### config.mk
export PLATFORM = sky130hd
export DESIGN_NAME = rom_ctrl
export DESIGN_NICKNAME = d
export VERILOG_FILES = /design/src/rtl/rom_ctrl.sv
export SDC_FILE = /design/constraint.sdc
export NUM_CORES = 1
export LEC_CHECK = 0
export ABC_AREA = 0
export ABC_CLOCK_PERIOD_IN_PS = 3300
export CELL_PAD_IN_SITES_DETAIL_PLACEMENT = 0
export CELL_PAD_IN_SITES_GLOBAL_PLACEMENT = 1
export CORE_UTILIZATION = 25
export CTS_BUF_LIST = sky130_fd_sc_hd__clkbuf_8
export CTS_CLUSTER_DIAMETER = 30
export DETAILED_ROUTE_END_ITERATION = 8
export PLACE_DENSITY = 0.86
export SLEW_MARGIN = 20
export SYNTH_ARGS = -nofsm -noshare
export SYNTH_HDL_FRONTEND = slang
export SYNTH_SLANG_ARGS = --single-unit
### constraint.sdc
create_clock -name i_clk -period 3.3 [get_ports i_clk]
set_input_delay 0.99 -clock i_clk [delete_from_list [all_inputs] [get_ports i_clk]]
set_output_delay 0.99 -clock i_clk [all_outputs]
set_load 0.01 [all_outputs]
### src/rtl/rom_ctrl.sv
// Fixed 8x8 constant lookup table addressed by a one-hot select, with a
// combinational read path and a registered illegal-address flag.
module rom_ctrl (
   input  logic       i_clk,
   input  logic       i_rst,
   input  logic       i_en,
   input  logic [7:0] i_addr,
   output logic [7:0] o_data,
   output logic       o_err
);

   logic [7:0] rom [8];

   assign rom[0] = 8'h3C;
   assign rom[1] = 8'hA5;
   assign rom[2] = 8'h5A;
   assign rom[3] = 8'hC3;
   assign rom[4] = 8'h0F;
   assign rom[5] = 8'hF0;
   assign rom[6] = 8'h96;
   assign rom[7] = 8'h69;

   // Exactly one bit set: nonzero and clearing the lowest set bit leaves zero.
   logic [7:0] addr_m1;
   logic       addr_onehot;

   assign addr_m1     = i_addr - 8'd1;
   assign addr_onehot = (i_addr != 8'h00) && ((i_addr & addr_m1) == 8'h00);

   // AND-OR mux; only valid for a one-hot select, so illegal selects are forced to zero.
   logic [7:0] rd_mux;

   always_comb begin
      rd_mux = 8'h00;
      for (int k = 0; k < 8; k++) begin
         rd_mux = rd_mux | (rom[k] & {8{i_addr[k]}});
      end
   end

   // The enable gates first so a disabled read stays 8'h00 even for unknown addresses.
   assign o_data = i_en ? (addr_onehot ? rd_mux : 8'h00) : 8'h00;

   always_ff @(posedge i_clk) begin
      if (i_rst) begin
         o_err <= 1'b0;
      end else begin
         o_err <= i_en & ~addr_onehot;
      end
   end

endmodule

[After elaboration in Yosys (flattened, before gate mapping)]
Index checks and enable logic that the tools add are counted.
Cells by class
  $add $sub $neg: 1
  muxes and demuxes: 2
  bitwise gates (word level): 10
  reduce and logical (&&, ||, !) cells: 3
Operators by type and width (number)
  OR 8 bit: 3
  2-to-1 mux 8 bit: 2
  OR 8 x 7 -> 8 bit: 2
  bitwise AND 8 bit: 1
  zero test 8 bit: 1
  OR 6 x 8 -> 8 bit: 1
  OR 8 x 4 -> 8 bit: 1
  nonzero test 8 bit: 1
  subtractor 8 x 1 -> 8 bit, second input constant: 1
  bitwise AND 1 bit: 1
  logical AND 1 bit: 1
  inverter 1 bit: 1
Storage, ports and cells
  register bits: 1
  bits of input ports: 11

[Logic depth before layout (Yosys ltp)]
  word-level depth: 9
  gate-level depth with buffers: 5
  mapped depth without buffers: 4

[Worst setup path before layout]
Ideal clock, no wire load.
  kind: input-to-output
  from: input i_addr[0]
  to: output o_data[0]
  arrival: 2.197 ns
  path slack: 0.113 ns
  stages on the path: 5
  buffers on the path: 1
  cell sequence: buf_2 -> a2111oi_0 -> nor2_1 -> a21bo_1 -> nor3_1
On the way
  longest elaborated chain between the ends: 6
RTL lines
  start: declaration: line 7  | input logic [7:0] i_addr,
  subtractor 8 x 1 -> 8 bit: line 27  | assign addr_m1 = i_addr - 8'd1;
  bitwise AND 8 bit: line 28  | assign addr_onehot = (i_addr != 8'h00) && ((i_addr & addr_m1) == 8'h00);
  zero test 8 bit: line 28
  logical AND 1 bit *: line 28
  2-to-1 mux 8 bit * (2 in a row): line 41  | assign o_data = i_en ? (addr_onehot ? rd_mux : 8'h00) : 8'h00;
  end: declaration: line 8  | output logic [7:0] o_data,
Every way passes the cells marked *; elsewhere a longest branch is shown, timed or not.

[Worst setup path after layout]
  from: input i_addr[2]
  to: output o_data[2]
Same word-level chain as after synthesis.

==> out/metrics.sh <==
OUTCOME='finished, violations left'
VIAS=564
SYNTH.NET_COUNT=65
ARRIVAL_PS=2340
NETLIST_INSTANCES=54
GRT_OVERFLOW=0
DRT_PRE_ANTENNA_ITERS=4
FINALSETUPVIOLATIONS=5
LARGEST_REGISTER='o_err'
PLACE_INST=100
HOLD_BUFFERS=0
NUM-NETS-FINAL=106
ROUTABILITYCONGESTION=0.816
LAYOUT.FILLER_CELLS=127
MAX_FREQ_MHz=301
PLACED_CELL_AREA_UM2=658
CLOCK_TRANSITION_TIME_AT_THE_FLIP_FLOP_CLOCK_PINS_OF_THE_WORST_SETUP_AND_HOLD_PATHS_PS=0
CORE_OCCUPANCY_IN_THE_FINISHED_LAYOUT_PCT=59.2
DP.FINAL_HPWL_UM=875
CELL_REPEATED_MOST_ALONG_THE_WORST_PATH='buf_6'
WL_UM=1400
FINAL_CELL_AREA_UM2=771
PORT_BUFFERS=19
SLOWEST_DELAY_PS=410
NUMBER_OF_GLOBAL_ROUTE_VIAS_BEFORE_REPAIR=499
MINIMUM_SETUP_SLACK_IN_THE_FINAL_DESIGN_PS=-26.9
MOSTFREQUENTLAYOUTCELL='buf_4'
CP-ENDPOINT='o_data[2]'
GRT_MAX_DEGREE=9
PLACEMENTROWS=13
LAYOUT_TOP_REGISTERS='o_err x1'
FP.DIEW_UM=39.4
LAYOUT_MIN_CYCLE_TIME_PS=3330
POST_DRT_WL_PER_CELL_UM=13.0
CRIT_START='i_addr[2]'
SYNTH.AVG_CELL_AREA_UM2=6.49
WORST_SLEW_MARGIN_REL_PCT=75.6
DP_SLACK_PS=-815
REPORT.FINAL.HOLD_VIOL_COUNT=0
FINAL_CELL_COUNT_NO_FILL=108
DIE_HEIGHT_UM=39.4
FF_LATCH_AREA_UM2=20.0
ROUTE.DETAILED.DRC=0
FLOORPLAN.INITIALDENSITY_PCT=26.9
MAPPEDNETLISTAREA_UM2=350
YS_SEQ_ELEMENTS=1
WORSTPATHCELLLIST='buf_6 -> buf_6 -> or3_4 -> a211oi_4 -> buf_4 -> a31oi_4 -> nor3_1 -> buf_2'
PERIOD_SHARE_PCT=101
LARGEST_REG_FLOPS=1
SETUP_REPAIR_AFTER_GLOBAL_ROUTING_MISSED_ITS_MARGIN='yes'
HOLD_PATH.CLASS='in -> reg'
CRITICAL_PATH_REQUIRED_PS=2310
TIMING.CRITICAL_PATH.FANOUT_MAX=3
CRIT_PATH_START_KIND='primary input'
SYNTH_CELL_TYPE_COUNT=24
AREA_GROWTH_SYN_TO_LAYOUT_PCT=120
YS_TOP_CELLS_BY_AREA='nor2_1, nor4_1, nor4b_4, dfxtp_1, nor3_1'
YOSYS_TOP_CELL_BY_AREA='nor2_1'
SETUP.WORST_PATH.CLASS='in -> out'
DESIGN.PORTCOUNT=20
SYNTH-WARNING-COUNT=0
SLEW_VIOL_FINAL=0
TNS_PS=-106
POWER.LEAKAGE_nW=0.342
POWER.DENSITY_CELL_AREA_nW_PER_UM2=113
FAILED_CHECKS='negative setup slack'
SYNTH.TOP_CELL.AREA_SHARE_PCT=11.8
ENDPOINT_TYPE_OF_THE_WORST_SETUP_PATH='primary output'
GRT_PASS1_WL_UM=2130
DRT_ITER0_DRC=12
DRT.ANTENNA.VIOLATING_NETS=0
DRV.MAX_CAP_VIOLATION_COUNT=0
YOSYSSEQAREASHARE_PCT=5.71
VIA_PER_INST=5.22
GRT_ANTENNA_BEFORE_REPAIR=0
FP.DIEAREA_UM2=1560
FIN_WORST_HOLD_SLACK_PS=1570
P_TOTAL_mW=0.0874
CORE_AREA_UM2=1300
CRITICAL-PATH-SLOWEST-CELL='or3_4'
ANTENNA_DIODE_COUNT=0
MULTI_INPUT_AREA_UM2=397
MOST-COMMON-LAYOUT-CELLS='buf_4, nor2_1, buf_2'
PIN_SLEW_WITH_THE_LEAST_HEADROOM_TO_ITS_LIMIT_PS=363
GLOBAL_ROUTE.USAGE.TOTAL_PCT=19.3
POWER.IR.VDD_WORST_uV=65.8
LAYOUT-DRIVE-GT1-SHARE_PCT=54.8
synth_stat cells:
master and n:
nor4_1 5, nand2b_1 3, a31oi_1 2, o21ba_1 2, buf_2 2, clkbuf_1 2, nor4b_4 1, a21bo_1 1
or2_1 1, a211oi_2 1, nor4b_1 1, o21ai_0 3, nor2_1 11, nor3_1 4, a21oi_1 3, o31ai_1 1
a22oi_1 1, dfxtp_1 1, o31a_1 1, nand3_1 1, nand2_1 2, or3_1 2, buf_6 1, a2111oi_0 2
critical path: cells and delay by family:
kind | cells | cell delay [ps]
AO/OA/AOI/OAI | 2 | 280
AND/OR/NAND/NOR | 2 | 550
buffers and inverters | 4 | 520
report_power, final:
group	switching, mW	total (mW)	internal (mW)
clock network	0	0	0
logic	0.0355	0.0742	0.0387
registers	0.000137	0.0132	0.0130
worst min path at each step:
stage,from,depth (start not counted),endpoint
2_1_floorplan,i_en,2,o_err$_SDFF_PP0_
3_3_place_gp,i_en,3,o_err$_SDFF_PP0_
3_5_place_dp,i_en,3,o_err$_SDFF_PP0_
4_1_cts,i_addr[0],5,o_err$_SDFF_PP0_
5_1_grt,i_en,3,o_err$_SDFF_PP0_
6_report,i_en,3,o_err$_SDFF_PP0_
routing by layer:
metal	GRT usage (%)	vias to the layer above	part of all wire, %
li1	-	286	-
met1	22.5	264	41
met5	0	-	0
met3	1.14	0	2.9
met4	2.59	0	0
met2	38.1	14	56
what timing repair did:
item	CTS	global route
pin swaps	13	6
setup buffers	8	0
endpoints found under the setup margin	8	8
gates resized for setup	71	11
kinds of logic (layout without fill, tap and decap cells):
family | after synthesis | count (layout) | synth area share, %
AND/OR/NAND/NOR | 31 | 31 | 50.0
AO/OA/AOI/OAI | 17 | 17 | 36.1
flip-flops | 1 | 1 | 5.71
buffers and inverters | 5 | 44 | 8.21
final cells by class:
cell class	instances	share of cell area, %
repair buffers	44	43.5
flip-flops and latches	1	2.60
multi-input cells	48	51.5
well taps	15	2.44
No activity file was read; power rests on OpenSTA's default activity.
